--- src/rtl/uart_axi_loader_if.sv ---
// AXI_BUS: AXI4 bus bundle shared by the UART loader (master side) and the
// crossbar/RAM or a bench slave model (slave side).
//   Parameters: AXI_ADDR_WIDTH, AXI_DATA_WIDTH, AXI_ID_WIDTH, AXI_USER_WIDTH
//   Channels  : AW, W, B, AR, R with the usual valid/ready handshakes
//   Modports  : Master (drives requests, accepts responses), Slave (mirror)
interface AXI_BUS #(
  parameter int unsigned AXI_ADDR_WIDTH = 32,
  parameter int unsigned AXI_DATA_WIDTH = 32,
  parameter int unsigned AXI_ID_WIDTH   = 2,
  parameter int unsigned AXI_USER_WIDTH = 2
);
  localparam int unsigned STRB_WIDTH = AXI_DATA_WIDTH / 8;

  logic [AXI_ID_WIDTH-1:0]   aw_id;
  logic [AXI_ADDR_WIDTH-1:0] aw_addr;
  logic [7:0]                aw_len;
  logic [2:0]                aw_size;
  logic [1:0]                aw_burst;
  logic                      aw_lock;
  logic [3:0]                aw_cache;
  logic [2:0]                aw_prot;
  logic [3:0]                aw_region;
  logic [3:0]                aw_qos;
  logic [AXI_USER_WIDTH-1:0] aw_user;
  logic                      aw_valid;
  logic                      aw_ready;

  logic [AXI_DATA_WIDTH-1:0] w_data;
  logic [STRB_WIDTH-1:0]     w_strb;
  logic                      w_last;
  logic [AXI_USER_WIDTH-1:0] w_user;
  logic                      w_valid;
  logic                      w_ready;

  logic [AXI_ID_WIDTH-1:0]   b_id;
  logic [1:0]                b_resp;
  logic [AXI_USER_WIDTH-1:0] b_user;
  logic                      b_valid;
  logic                      b_ready;

  logic [AXI_ID_WIDTH-1:0]   ar_id;
  logic [AXI_ADDR_WIDTH-1:0] ar_addr;
  logic [7:0]                ar_len;
  logic [2:0]                ar_size;
  logic [1:0]                ar_burst;
  logic                      ar_lock;
  logic [3:0]                ar_cache;
  logic [2:0]                ar_prot;
  logic [3:0]                ar_region;
  logic [3:0]                ar_qos;
  logic [AXI_USER_WIDTH-1:0] ar_user;
  logic                      ar_valid;
  logic                      ar_ready;

  logic [AXI_ID_WIDTH-1:0]   r_id;
  logic [AXI_DATA_WIDTH-1:0] r_data;
  logic [1:0]                r_resp;
  logic                      r_last;
  logic [AXI_USER_WIDTH-1:0] r_user;
  logic                      r_valid;
  logic                      r_ready;

  modport Master (
    output aw_id, aw_addr, aw_len, aw_size, aw_burst, aw_lock, aw_cache,
           aw_prot, aw_region, aw_qos, aw_user, aw_valid,
    input  aw_ready,
    output w_data, w_strb, w_last, w_user, w_valid,
    input  w_ready,
    input  b_id, b_resp, b_user, b_valid,
    output b_ready,
    output ar_id, ar_addr, ar_len, ar_size, ar_burst, ar_lock, ar_cache,
           ar_prot, ar_region, ar_qos, ar_user, ar_valid,
    input  ar_ready,
    input  r_id, r_data, r_resp, r_last, r_user, r_valid,
    output r_ready
  );

  modport Slave (
    input  aw_id, aw_addr, aw_len, aw_size, aw_burst, aw_lock, aw_cache,
           aw_prot, aw_region, aw_qos, aw_user, aw_valid,
    output aw_ready,
    input  w_data, w_strb, w_last, w_user, w_valid,
    output w_ready,
    output b_id, b_resp, b_user, b_valid,
    input  b_ready,
    input  ar_id, ar_addr, ar_len, ar_size, ar_burst, ar_lock, ar_cache,
           ar_prot, ar_region, ar_qos, ar_user, ar_valid,
    output ar_ready,
    output r_id, r_data, r_resp, r_last, r_user, r_valid,
    input  r_ready
  );
endinterface

--- src/rtl/uart_axi_loader.sv ---
// uart_axi_loader: UART-driven single-beat AXI4 initiator. A host sends
// W (0x57 addr[4] data[4]), R (0x52 addr[4]) or G (0x47) commands over 8N1
// serial; the block issues the AXI access and replies over TX.
//   clk_i, rst_i     : clock, synchronous active-high reset
//   rx_i / tx_o      : UART lines, idle high
//   axi              : AXI_BUS.Master, single-beat INCR, IDs/user tied to 0
//   fetch_enable_o   : sticky core fetch enable, set by G
//   busy_o           : high whenever the command FSM is not IDLE
// Optional feature macro UART_AXI_LOADER_TIMEOUT_EN: abandons a partial
// ADDR/DATA frame after TIMEOUT_CYCLES without a new byte.
module uart_axi_loader #(
  parameter int unsigned AXI_ADDR_WIDTH = 32,
  parameter int unsigned AXI_DATA_WIDTH = 32,
  parameter int unsigned AXI_ID_WIDTH   = 2,
  parameter int unsigned AXI_USER_WIDTH = 2,
  parameter int unsigned CLK_FREQ       = 25_000_000,
  parameter int unsigned BAUD_RATE      = 115_200,
  parameter int unsigned TIMEOUT_CYCLES = 2_500_000
) (
  input  logic  clk_i,
  input  logic  rst_i,
  input  logic  rx_i,
  output logic  tx_o,
  AXI_BUS.Master axi,
  output logic  fetch_enable_o,
  output logic  busy_o
);
  localparam int unsigned DIV   = CLK_FREQ / BAUD_RATE;
  localparam int unsigned CNT_W = $clog2(DIV + 1);
  localparam logic [CNT_W-1:0] BIT_END  = CNT_W'(DIV - 1);
  localparam logic [CNT_W-1:0] HALF_BIT = CNT_W'(DIV / 2);

  // ---------------- UART receiver ----------------
  typedef enum logic [1:0] {RX_IDLE, RX_START, RX_DATA, RX_STOP} rx_state_e;
  rx_state_e        rx_state_q;
  logic             rx_meta_q, rx_sync_q, rx_prev_q;
  logic [CNT_W-1:0] rx_cnt_q;
  logic [2:0]       rx_bit_q;
  logic [7:0]       rx_shift_q, rx_byte_q;
  logic             rx_valid_q;

  always_ff @(posedge clk_i) begin
    if (rst_i) begin
      rx_meta_q  <= 1'b1;
      rx_sync_q  <= 1'b1;
      rx_prev_q  <= 1'b1;
      rx_state_q <= RX_IDLE;
      rx_cnt_q   <= '0;
      rx_bit_q   <= '0;
      rx_shift_q <= '0;
      rx_byte_q  <= '0;
      rx_valid_q <= 1'b0;
    end else begin
      rx_meta_q  <= rx_i;
      rx_sync_q  <= rx_meta_q;
      rx_prev_q  <= rx_sync_q;
      rx_valid_q <= 1'b0;
      case (rx_state_q)
        RX_IDLE: begin
          if (rx_prev_q && !rx_sync_q) begin
            rx_state_q <= RX_START;
            rx_cnt_q   <= '0;
          end
        end
        RX_START: begin
          // A glitch shorter than half a bit is not a start bit.
          if (rx_cnt_q == HALF_BIT) begin
            rx_cnt_q   <= '0;
            rx_bit_q   <= '0;
            rx_state_q <= rx_sync_q ? RX_IDLE : RX_DATA;
          end else begin
            rx_cnt_q <= rx_cnt_q + 1'b1;
          end
        end
        RX_DATA: begin
          if (rx_cnt_q == BIT_END) begin
            rx_cnt_q   <= '0;
            rx_shift_q <= {rx_sync_q, rx_shift_q[7:1]};
            rx_bit_q   <= rx_bit_q + 1'b1;
            if (rx_bit_q == 3'd7) rx_state_q <= RX_STOP;
          end else begin
            rx_cnt_q <= rx_cnt_q + 1'b1;
          end
        end
        default: begin
          if (rx_cnt_q == BIT_END) begin
            rx_cnt_q   <= '0;
            rx_state_q <= RX_IDLE;
            // Stop bit low: framing error, byte silently dropped.
            if (rx_sync_q) begin
              rx_valid_q <= 1'b1;
              rx_byte_q  <= rx_shift_q;
            end
          end else begin
            rx_cnt_q <= rx_cnt_q + 1'b1;
          end
        end
      endcase
    end
  end

  // ---------------- Command FSM + transmitter ----------------
  typedef enum logic [2:0] {S_IDLE, S_ADDR, S_DATA, S_AXI_REQ, S_AXI_RESP, S_REPLY} state_e;
  state_e                    state_q;
  logic [1:0]                byte_cnt_q;
  logic                      is_write_q;
  logic [AXI_ADDR_WIDTH-1:0] addr_q;
  logic [AXI_DATA_WIDTH-1:0] data_q;
  logic                      aw_valid_q, w_valid_q, b_ready_q, ar_valid_q, r_ready_q;
  logic                      fetch_en_q, busy_q, tx_q;
  logic [8:0]                tx_shift_q;
  logic [CNT_W-1:0]          tx_cnt_q;
  logic [3:0]                tx_bit_q;
  logic [31:0]               reply_q;
  logic [2:0]                reply_left_q;
`ifdef UART_AXI_LOADER_TIMEOUT_EN
  logic [31:0]               to_cnt_q;
`endif

  // Reply launch request: a reply starts on the same edge the triggering
  // event is seen so the start bit appears one cycle later.
  logic        reply_en_d;
  logic [39:0] reply_data_d;
  logic [2:0]  reply_len_d;

  always_comb begin
    reply_en_d   = 1'b0;
    reply_data_d = '0;
    reply_len_d  = 3'd1;
    case (state_q)
      S_IDLE: begin
        if (rx_valid_q && rx_byte_q != 8'h57 && rx_byte_q != 8'h52) begin
          reply_en_d   = 1'b1;
          reply_data_d = {32'h0, (rx_byte_q == 8'h47) ? 8'h06 : 8'h3F};
        end
      end
      S_AXI_RESP: begin
        if (is_write_q && axi.b_valid && b_ready_q) begin
          reply_en_d   = 1'b1;
          reply_data_d = {32'h0, axi.b_resp[1] ? 8'h15 : 8'h06};
        end else if (!is_write_q && axi.r_valid && r_ready_q) begin
          reply_en_d = 1'b1;
          if (axi.r_resp[1]) begin
            reply_data_d = {32'h0, 8'h15};
          end else begin
            reply_data_d = {axi.r_data, 8'h06};
            reply_len_d  = 3'd5;
          end
        end
      end
      default: ;
    endcase
  end

  always_ff @(posedge clk_i) begin
    if (rst_i) begin
      state_q      <= S_IDLE;
      byte_cnt_q   <= '0;
      is_write_q   <= 1'b0;
      addr_q       <= '0;
      data_q       <= '0;
      aw_valid_q   <= 1'b0;
      w_valid_q    <= 1'b0;
      b_ready_q    <= 1'b0;
      ar_valid_q   <= 1'b0;
      r_ready_q    <= 1'b0;
      fetch_en_q   <= 1'b0;
      busy_q       <= 1'b0;
      tx_q         <= 1'b1;
      tx_shift_q   <= '1;
      tx_cnt_q     <= '0;
      tx_bit_q     <= '0;
      reply_q      <= '0;
      reply_left_q <= '0;
`ifdef UART_AXI_LOADER_TIMEOUT_EN
      to_cnt_q     <= '0;
`endif
    end else begin
      case (state_q)
        S_IDLE: begin
          if (rx_valid_q) begin
            busy_q     <= 1'b1;
            byte_cnt_q <= '0;
            if (rx_byte_q == 8'h57 || rx_byte_q == 8'h52) begin
              is_write_q <= (rx_byte_q == 8'h57);
              state_q    <= S_ADDR;
            end
            if (rx_byte_q == 8'h47) fetch_en_q <= 1'b1;
          end
        end
        S_ADDR: begin
          if (rx_valid_q) begin
            addr_q     <= {rx_byte_q, addr_q[AXI_ADDR_WIDTH-1:8]};
            byte_cnt_q <= byte_cnt_q + 1'b1;
            if (byte_cnt_q == 2'd3) begin
              if (is_write_q) begin
                state_q <= S_DATA;
              end else begin
                state_q    <= S_AXI_REQ;
                ar_valid_q <= 1'b1;
              end
            end
          end
        end
        S_DATA: begin
          if (rx_valid_q) begin
            data_q     <= {rx_byte_q, data_q[AXI_DATA_WIDTH-1:8]};
            byte_cnt_q <= byte_cnt_q + 1'b1;
            if (byte_cnt_q == 2'd3) begin
              state_q    <= S_AXI_REQ;
              aw_valid_q <= 1'b1;
              w_valid_q  <= 1'b1;
            end
          end
        end
        S_AXI_REQ: begin
          if (is_write_q) begin
            // AW and W retire independently; B is opened once both are gone.
            if (aw_valid_q && axi.aw_ready) aw_valid_q <= 1'b0;
            if (w_valid_q && axi.w_ready)   w_valid_q  <= 1'b0;
            if ((!aw_valid_q || axi.aw_ready) && (!w_valid_q || axi.w_ready)) begin
              b_ready_q <= 1'b1;
              state_q   <= S_AXI_RESP;
            end
          end else if (axi.ar_ready) begin
            ar_valid_q <= 1'b0;
            r_ready_q  <= 1'b1;
            state_q    <= S_AXI_RESP;
          end
        end
        S_AXI_RESP: begin
          if (is_write_q && axi.b_valid)  b_ready_q <= 1'b0;
          if (!is_write_q && axi.r_valid) r_ready_q <= 1'b0;
        end
        S_REPLY: begin
          // Bit index 0 = start, 1..8 = data, 9 = stop.
          if (tx_cnt_q == BIT_END) begin
            tx_cnt_q <= '0;
            if (tx_bit_q == 4'd9) begin
              if (reply_left_q != 3'd0) begin
                tx_q         <= 1'b0;
                tx_shift_q   <= {1'b1, reply_q[7:0]};
                tx_bit_q     <= '0;
                reply_q      <= {8'h00, reply_q[31:8]};
                reply_left_q <= reply_left_q - 1'b1;
              end else begin
                state_q <= S_IDLE;
                busy_q  <= 1'b0;
              end
            end else begin
              tx_q       <= tx_shift_q[0];
              tx_shift_q <= {1'b1, tx_shift_q[8:1]};
              tx_bit_q   <= tx_bit_q + 1'b1;
            end
          end else begin
            tx_cnt_q <= tx_cnt_q + 1'b1;
          end
        end
        default: state_q <= S_IDLE;
      endcase

`ifdef UART_AXI_LOADER_TIMEOUT_EN
      if (state_q == S_ADDR || state_q == S_DATA) begin
        if (rx_valid_q) begin
          to_cnt_q <= '0;
        end else if (to_cnt_q == 32'(TIMEOUT_CYCLES - 1)) begin
          to_cnt_q <= '0;
          state_q  <= S_IDLE;
          busy_q   <= 1'b0;
        end else begin
          to_cnt_q <= to_cnt_q + 1'b1;
        end
      end else begin
        to_cnt_q <= '0;
      end
`endif

      if (reply_en_d) begin
        state_q      <= S_REPLY;
        tx_q         <= 1'b0;
        tx_shift_q   <= {1'b1, reply_data_d[7:0]};
        tx_bit_q     <= '0;
        tx_cnt_q     <= '0;
        reply_q      <= reply_data_d[39:8];
        reply_left_q <= reply_len_d - 3'd1;
      end
    end
  end

  assign tx_o           = tx_q;
  assign fetch_enable_o = fetch_en_q;
  assign busy_o         = busy_q;

  assign axi.aw_id     = {AXI_ID_WIDTH{1'b0}};
  assign axi.aw_addr   = {addr_q[AXI_ADDR_WIDTH-1:2], 2'b00};
  assign axi.aw_len    = 8'd0;
  assign axi.aw_size   = 3'b010;
  assign axi.aw_burst  = 2'b01;
  assign axi.aw_lock   = 1'b0;
  assign axi.aw_cache  = 4'd0;
  assign axi.aw_prot   = 3'd0;
  assign axi.aw_region = 4'd0;
  assign axi.aw_qos    = 4'd0;
  assign axi.aw_user   = {AXI_USER_WIDTH{1'b0}};
  assign axi.aw_valid  = aw_valid_q;
  assign axi.w_data    = data_q;
  assign axi.w_strb    = '1;
  assign axi.w_last    = 1'b1;
  assign axi.w_user    = {AXI_USER_WIDTH{1'b0}};
  assign axi.w_valid   = w_valid_q;
  assign axi.b_ready   = b_ready_q;
  assign axi.ar_id     = {AXI_ID_WIDTH{1'b0}};
  assign axi.ar_addr   = {addr_q[AXI_ADDR_WIDTH-1:2], 2'b00};
  assign axi.ar_len    = 8'd0;
  assign axi.ar_size   = 3'b010;
  assign axi.ar_burst  = 2'b01;
  assign axi.ar_lock   = 1'b0;
  assign axi.ar_cache  = 4'd0;
  assign axi.ar_prot   = 3'd0;
  assign axi.ar_region = 4'd0;
  assign axi.ar_qos    = 4'd0;
  assign axi.ar_user   = {AXI_USER_WIDTH{1'b0}};
  assign axi.ar_valid  = ar_valid_q;
  assign axi.r_ready   = r_ready_q;
endmodule

--- src/flat_wrapper.sv ---
// flat-port wrapper written by rule: the top's interface ports become plain ports
module uart_axi_loader_flat 
#(
  parameter int unsigned AXI_ADDR_WIDTH = 32,
  parameter int unsigned AXI_DATA_WIDTH = 32,
  parameter int unsigned AXI_ID_WIDTH   = 2,
  parameter int unsigned AXI_USER_WIDTH = 2,
  parameter int unsigned CLK_FREQ       = 25_000_000,
  parameter int unsigned BAUD_RATE      = 115_200,
  parameter int unsigned TIMEOUT_CYCLES = 2_500_000
)
  (clk_i, rst_i, rx_i, tx_o, fetch_enable_o, busy_o, axi_aw_id, axi_aw_addr, axi_aw_len, axi_aw_size, axi_aw_burst, axi_aw_lock, axi_aw_cache, axi_aw_prot, axi_aw_region, axi_aw_qos, axi_aw_user, axi_aw_valid, axi_aw_ready, axi_w_data, axi_w_strb, axi_w_last, axi_w_user, axi_w_valid, axi_w_ready, axi_b_id, axi_b_resp, axi_b_user, axi_b_valid, axi_b_ready, axi_ar_id, axi_ar_addr, axi_ar_len, axi_ar_size, axi_ar_burst, axi_ar_lock, axi_ar_cache, axi_ar_prot, axi_ar_region, axi_ar_qos, axi_ar_user, axi_ar_valid, axi_ar_ready, axi_r_id, axi_r_data, axi_r_resp, axi_r_last, axi_r_user, axi_r_valid, axi_r_ready);
  AXI_BUS #(.AXI_ADDR_WIDTH(AXI_ADDR_WIDTH), .AXI_DATA_WIDTH(AXI_DATA_WIDTH), .AXI_ID_WIDTH(AXI_ID_WIDTH), .AXI_USER_WIDTH(AXI_USER_WIDTH)) axi_i ();
  input  logic clk_i;
  input  logic rst_i;
  input  logic rx_i;
  output logic tx_o;
  output logic fetch_enable_o;
  output logic busy_o;
  output wire logic [$bits(axi_i.aw_id)-1:0] axi_aw_id;
  output wire logic [$bits(axi_i.aw_addr)-1:0] axi_aw_addr;
  output wire logic [$bits(axi_i.aw_len)-1:0] axi_aw_len;
  output wire logic [$bits(axi_i.aw_size)-1:0] axi_aw_size;
  output wire logic [$bits(axi_i.aw_burst)-1:0] axi_aw_burst;
  output wire logic [$bits(axi_i.aw_lock)-1:0] axi_aw_lock;
  output wire logic [$bits(axi_i.aw_cache)-1:0] axi_aw_cache;
  output wire logic [$bits(axi_i.aw_prot)-1:0] axi_aw_prot;
  output wire logic [$bits(axi_i.aw_region)-1:0] axi_aw_region;
  output wire logic [$bits(axi_i.aw_qos)-1:0] axi_aw_qos;
  output wire logic [$bits(axi_i.aw_user)-1:0] axi_aw_user;
  output wire logic [$bits(axi_i.aw_valid)-1:0] axi_aw_valid;
  input wire logic [$bits(axi_i.aw_ready)-1:0] axi_aw_ready;
  output wire logic [$bits(axi_i.w_data)-1:0] axi_w_data;
  output wire logic [$bits(axi_i.w_strb)-1:0] axi_w_strb;
  output wire logic [$bits(axi_i.w_last)-1:0] axi_w_last;
  output wire logic [$bits(axi_i.w_user)-1:0] axi_w_user;
  output wire logic [$bits(axi_i.w_valid)-1:0] axi_w_valid;
  input wire logic [$bits(axi_i.w_ready)-1:0] axi_w_ready;
  input wire logic [$bits(axi_i.b_id)-1:0] axi_b_id;
  input wire logic [$bits(axi_i.b_resp)-1:0] axi_b_resp;
  input wire logic [$bits(axi_i.b_user)-1:0] axi_b_user;
  input wire logic [$bits(axi_i.b_valid)-1:0] axi_b_valid;
  output wire logic [$bits(axi_i.b_ready)-1:0] axi_b_ready;
  output wire logic [$bits(axi_i.ar_id)-1:0] axi_ar_id;
  output wire logic [$bits(axi_i.ar_addr)-1:0] axi_ar_addr;
  output wire logic [$bits(axi_i.ar_len)-1:0] axi_ar_len;
  output wire logic [$bits(axi_i.ar_size)-1:0] axi_ar_size;
  output wire logic [$bits(axi_i.ar_burst)-1:0] axi_ar_burst;
  output wire logic [$bits(axi_i.ar_lock)-1:0] axi_ar_lock;
  output wire logic [$bits(axi_i.ar_cache)-1:0] axi_ar_cache;
  output wire logic [$bits(axi_i.ar_prot)-1:0] axi_ar_prot;
  output wire logic [$bits(axi_i.ar_region)-1:0] axi_ar_region;
  output wire logic [$bits(axi_i.ar_qos)-1:0] axi_ar_qos;
  output wire logic [$bits(axi_i.ar_user)-1:0] axi_ar_user;
  output wire logic [$bits(axi_i.ar_valid)-1:0] axi_ar_valid;
  input wire logic [$bits(axi_i.ar_ready)-1:0] axi_ar_ready;
  input wire logic [$bits(axi_i.r_id)-1:0] axi_r_id;
  input wire logic [$bits(axi_i.r_data)-1:0] axi_r_data;
  input wire logic [$bits(axi_i.r_resp)-1:0] axi_r_resp;
  input wire logic [$bits(axi_i.r_last)-1:0] axi_r_last;
  input wire logic [$bits(axi_i.r_user)-1:0] axi_r_user;
  input wire logic [$bits(axi_i.r_valid)-1:0] axi_r_valid;
  output wire logic [$bits(axi_i.r_ready)-1:0] axi_r_ready;
  assign axi_aw_id = axi_i.aw_id;
  assign axi_aw_addr = axi_i.aw_addr;
  assign axi_aw_len = axi_i.aw_len;
  assign axi_aw_size = axi_i.aw_size;
  assign axi_aw_burst = axi_i.aw_burst;
  assign axi_aw_lock = axi_i.aw_lock;
  assign axi_aw_cache = axi_i.aw_cache;
  assign axi_aw_prot = axi_i.aw_prot;
  assign axi_aw_region = axi_i.aw_region;
  assign axi_aw_qos = axi_i.aw_qos;
  assign axi_aw_user = axi_i.aw_user;
  assign axi_aw_valid = axi_i.aw_valid;
  assign axi_i.aw_ready = axi_aw_ready;
  assign axi_w_data = axi_i.w_data;
  assign axi_w_strb = axi_i.w_strb;
  assign axi_w_last = axi_i.w_last;
  assign axi_w_user = axi_i.w_user;
  assign axi_w_valid = axi_i.w_valid;
  assign axi_i.w_ready = axi_w_ready;
  assign axi_i.b_id = axi_b_id;
  assign axi_i.b_resp = axi_b_resp;
  assign axi_i.b_user = axi_b_user;
  assign axi_i.b_valid = axi_b_valid;
  assign axi_b_ready = axi_i.b_ready;
  assign axi_ar_id = axi_i.ar_id;
  assign axi_ar_addr = axi_i.ar_addr;
  assign axi_ar_len = axi_i.ar_len;
  assign axi_ar_size = axi_i.ar_size;
  assign axi_ar_burst = axi_i.ar_burst;
  assign axi_ar_lock = axi_i.ar_lock;
  assign axi_ar_cache = axi_i.ar_cache;
  assign axi_ar_prot = axi_i.ar_prot;
  assign axi_ar_region = axi_i.ar_region;
  assign axi_ar_qos = axi_i.ar_qos;
  assign axi_ar_user = axi_i.ar_user;
  assign axi_ar_valid = axi_i.ar_valid;
  assign axi_i.ar_ready = axi_ar_ready;
  assign axi_i.r_id = axi_r_id;
  assign axi_i.r_data = axi_r_data;
  assign axi_i.r_resp = axi_r_resp;
  assign axi_i.r_last = axi_r_last;
  assign axi_i.r_user = axi_r_user;
  assign axi_i.r_valid = axi_r_valid;
  assign axi_r_ready = axi_i.r_ready;
  uart_axi_loader #(.AXI_ADDR_WIDTH(AXI_ADDR_WIDTH), .AXI_DATA_WIDTH(AXI_DATA_WIDTH), .AXI_ID_WIDTH(AXI_ID_WIDTH), .AXI_USER_WIDTH(AXI_USER_WIDTH), .CLK_FREQ(CLK_FREQ), .BAUD_RATE(BAUD_RATE), .TIMEOUT_CYCLES(TIMEOUT_CYCLES)) u_core (.clk_i(clk_i), .rst_i(rst_i), .rx_i(rx_i), .tx_o(tx_o), .axi(axi_i), .fetch_enable_o(fetch_enable_o), .busy_o(busy_o));
endmodule
--- config.mk ---
export PLATFORM = sky130hd
export DESIGN_NAME = uart_axi_loader_flat
export DESIGN_NICKNAME = d
export VERILOG_FILES = /design/src/rtl/uart_axi_loader_if.sv /design/src/rtl/uart_axi_loader.sv /design/src/flat_wrapper.sv
export SDC_FILE = /design/constraint.sdc
export NUM_CORES = 1
export LEC_CHECK = 0
export BUFFER_PORTS_ARGS = -buffer_cell sky130_fd_sc_hd__buf_2
export CAP_MARGIN = 5
export CORE_MARGIN = 2
export CORE_UTILIZATION = 40
export CTS_CLUSTER_DIAMETER = 150
export DETAILED_ROUTE_END_ITERATION = 6
export HOLD_SLACK_MARGIN = 0.03
export PLACE_DENSITY = 0.74
export SETUP_SLACK_MARGIN = 0.3
export SLEW_MARGIN = 20
export SYNTH_ARGS = -nofsm -noshare
export SYNTH_HDL_FRONTEND = slang
export SYNTH_SLANG_ARGS = --single-unit
--- constraint.sdc ---
create_clock -name clk_i -period 3.5 [get_ports clk_i]
set_input_delay 0.7 -clock clk_i [delete_from_list [all_inputs] [get_ports clk_i]]
set_output_delay 0.7 -clock clk_i [all_outputs]
set_load 0.1 [all_outputs]
==> summary.txt <==
Status
  • Outcome: complete, no violations

Finish
  • Post-Route Utilization: 45.29%
  • Nets: 1095
  • Final instance count without filler cells: 1308
  • Area added between synthesis and finish: 12.17%
  • Layout cells sized above 1: 19.96%

Timing
  • RSZ-0062 raised after global routing: false
  • Final setup TNS: 0 ns
  • Peak Freq: 0.3531 GHz
  • Worst slew margin: 27.88%
  • Final hold viol count: 0
  • Slew @ Worst Pin: 1.079 ns
  • # setup viols final: 0
  • Fin crit share: 80.93%
  • Max-slew violation count: 0
  • Clock Skew: 0.009068 ns
  • Period minus WS final: 2.832 ns

Setup path
  • Worst Setup Start Kind: register
  • Crit end category: register
  • CP Max Fanout: 21
  • Worst r2r path cells: 9
  • Crit path kind: reg2reg
  • Worst endpoint required time: 3.78 ns
  • WP data arrival: 3.12 ns

Floorplanning
  • Die Height: 143.5 um
  • Rows: 51
  • I/O pins: 230
  • Initial core utilization: 40.38%
  • Die width: 143.5 um
  • Die Area: 20590 sq um
  • Core area: 19270 sq um

Clocking
  • Clock transition at path regs: 0.06 ns
  • Worst-Skew Late Latency: 0.43 ns
  • Clk buf depth: 2
  • Total CTS buffers: 17
  • TritonCTS clock tree: yes
  • Post-CTS Setup Inserts: 0
  • Clock sink count: 164
  • CTS root buffer: clkbuf_16
  • Cts hold-fix bufs: 0
  • Depth of the CTS H-tree: 4
  • CTS resizes: 0

Synth
  • Sequential area share after synthesis: 42.19%
  • Number of enable flip-flop cells after synthesis: 0
  • Syn. warnings: 0
  • Synth Register Bits: 164
  • Synth unique cells: 63
  • Post-Synthesis Cells: 949
  • Syn Std Cell Area: 7781 sq um
  • Post-synthesis async set-or-reset flop share: 0%
  • Synth Area per Inst: 8.199 sq um
  • Synth top area share: 42.19%
  • Area contributors post-synth: dfxtp_1 (42%), buf_4 (10%), nand2_1 (9.1%), a21oi_1 (5.8%), a221oi_2 (3.7%)
  • Dominant synthesized flop cell: dfxtp_1
  • Area leader, netlist: dfxtp_1

Power
  • Internal: 2949 uW
  • Combinational share of power: 12.5%
  • Sequential Power Share: 44.9%
  • Leakage power: 0.003560 uW
  • Sw power: 1258 uW
  • Worst vdd ir: 0.2272 mV
  • Switching share of power: 29.90%
  • Pwr dens: 481.9 nW/um^2
  • Clock share of power: 42.6%

Drt
  • Routed Antenna Nets: 0
  • First-pass iteration count of the detailed router: 5
  • Total Wirelength: 16710 um
  • Initial DRC Count: 482
  • Routed via count: 6335
  • WL/cell: 12.77 um
  • Drt drc: 0
  • Routed vias/inst: 4.843

Worst hold path
  • HP Class: reg2reg
  • Hold Path Cell Cnt: 1

Job
  • Max cap viols: 0

Global routing
  • First-pass GRT wire length: 26390 um
  • Largest net degree at the start of global routing: 134
  • Grt ovf: 0
  • Initial antenna violation count: 1
  • Total Routing Usage GR: 15.89%
  • Vias in the first global route: 5525

Placed design
  • Placed Cells: 1276
  • Detailed placement HPWL: 11370 um
  • Port bufs: 141
  • Gp weighted congestion: 0.8335
stage by stage:
| step | power [uW] | setup slack, ns | instance area, sq um | hold WS [ns] |
|---|---|---|---|---|
| detailed placement | 2454 | 0.5968 | 8159 | 0.4007 |
| finish | 4206 | 0.6676 | 8728 | 0.4129 |
| global placement | 2450 | 0.6226 | 8159 | 0.3943 |
| global route | 4343 | 0.4541 | 8728 | 0.4380 |
| CTS | 4235 | 0.6708 | 8726 | 0.4160 |
| floorplan | 2466 | 0.5718 | 8063 | 0.3895 |
cell type report:
type                       instances  area [sq um]
clock inverter                    12         123.9
sequential                       164          3283
multi-input combinational        656          3595
tap                              265         331.6
fill                            1906         10540
clock buffer                      19         442.9
antenna                            1         2.502
timing repair buffer             152         803.3
inverter                          39         146.4
critical path, cell delays in order (launching register included):
cell,delay (ns)
dfxtp_1,0.69
or4b_1,0.24
a31oi_1,0.09
or3_1,0.50
nor2_1,0.13
ha_1,0.17
inv_1,0.06
or4_1,0.52
a32oi_1,0.21
a21oi_1,0.08
power by group through the flow:
stage	sequential, uW	combinational (uW)	clock (uW)
after global routing	1890	555	1900
after floorplan	1930	538	0
after detailed placement	1930	523	0
after global placement	1930	520	0
final	1890	525	1790
after CTS	1890	524	1820
cells by family after synthesis:
| group | after synthesis | share of synthesized area, % |
|---|---|---|
| AO/OA/AOI/OAI | 191 | 16.69 |
| AND/OR/NAND/NOR | 345 | 20.05 |
| XOR/XNOR | 17 | 1.914 |
| multiplexers | 14 | 1.801 |
| adder cells (fa/ha/maj) | 12 | 1.930 |
| flip-flops | 164 | 42.19 |
| other | 2 | 0.09651 |
| buffers and inverters | 204 | 15.32 |
routing by layer:
metal | track usage, % | vias to the layer above | wire [um]
met5 | 0 | - | 0
met4 | 7.534 | 0 | 423
met3 | 3.032 | 30 | 721
met2 | 26.42 | 177 | 8028
met1 | 19.85 | 2947 | 7534
li1 | - | 3181 | -
flip-flops by register name, summed over array words and instances (netlist names), 2 cells and up:
name and cells:
u_core.addr_q 30, u_core.axi.w_data 32, u_core.byte_cnt_q 2, u_core.reply_left_q 3, u_core.reply_q 32, u_core.rx_bit_q 3
u_core.rx_byte_q 8, u_core.rx_cnt_q 8, u_core.rx_shift_q 8, u_core.rx_state_q 2, u_core.state_q 3, u_core.tx_bit_q 4
u_core.tx_cnt_q 8, u_core.tx_shift_q 8
cell usage in the layout (no fill, tap or decap), drive strengths merged, types with 3 or more instances in the layout:
cell type | synthesis | final
nand2 | 189 | 189
dfxtp | 164 | 164
buf | 114 | 152
a21oi | 90 | 90
conb | 2 | 77
nor2 | 57 | 57
inv | 39 | 43
o21ai | 37 | 37
a221oi | 26 | 26
nand3 | 21 | 21
clkbuf | 51 | 19
mux2i | 14 | 14
ha | 12 | 12
nor3 | 11 | 11
xnor2 | 9 | 9
nand4 | 9 | 9
nand2b | 9 | 9
xor2 | 8 | 8
a22o | 8 | 8
nor2b | 7 | 7
and3 | 6 | 6
clkinv | 0 | 6
or2 | 6 | 6
a31oi | 4 | 4
nand3b | 4 | 4
nor4bb | 3 | 3
o211ai | 3 | 3
nor4 | 3 | 3
or4 | 3 | 3
and2 | 3 | 3
cell usage after synthesis (all sizes together), types with 2 or more instances:
| cell | count |
|---|---|
| nand2 | 189 |
| dfxtp | 164 |
| buf | 114 |
| a21oi | 90 |
| nor2 | 57 |
| clkbuf | 51 |
| inv | 39 |
| o21ai | 37 |
| a221oi | 26 |
| nand3 | 21 |
| mux2i | 14 |
| ha | 12 |
| nor3 | 11 |
| nand2b | 9 |
| nand4 | 9 |
| xnor2 | 9 |
| a22o | 8 |
| xor2 | 8 |
| nor2b | 7 |
| and3 | 6 |
| or2 | 6 |
| a31oi | 4 |
| nand3b | 4 |
| and2 | 3 |
| nor4 | 3 |
| nor4bb | 3 |
| o211ai | 3 |
| or4 | 3 |
| a211o | 2 |
| a211oi | 2 |
| a22oi | 2 |
| a2bb2oi | 2 |
| a311o | 2 |
| a311oi | 2 |
| and3b | 2 |
| conb | 2 |
| nand4b | 2 |
| nor3b | 2 |
| o41ai | 2 |
| or3 | 2 |
| or3b | 2 |
final timing paths:
kind                                   startpoint                     end  slack (ns)
worst max-delay path            u_core.state_q[1]  u_core.reply_left_q[2]        0.67
worst min-delay path             u_core.rx_meta_q        u_core.rx_sync_q        0.41
worst max register to register  u_core.state_q[1]  u_core.reply_left_q[2]        0.67
worst min register to register   u_core.rx_meta_q        u_core.rx_sync_q        0.41
Power figures use the tool's default switching activity.
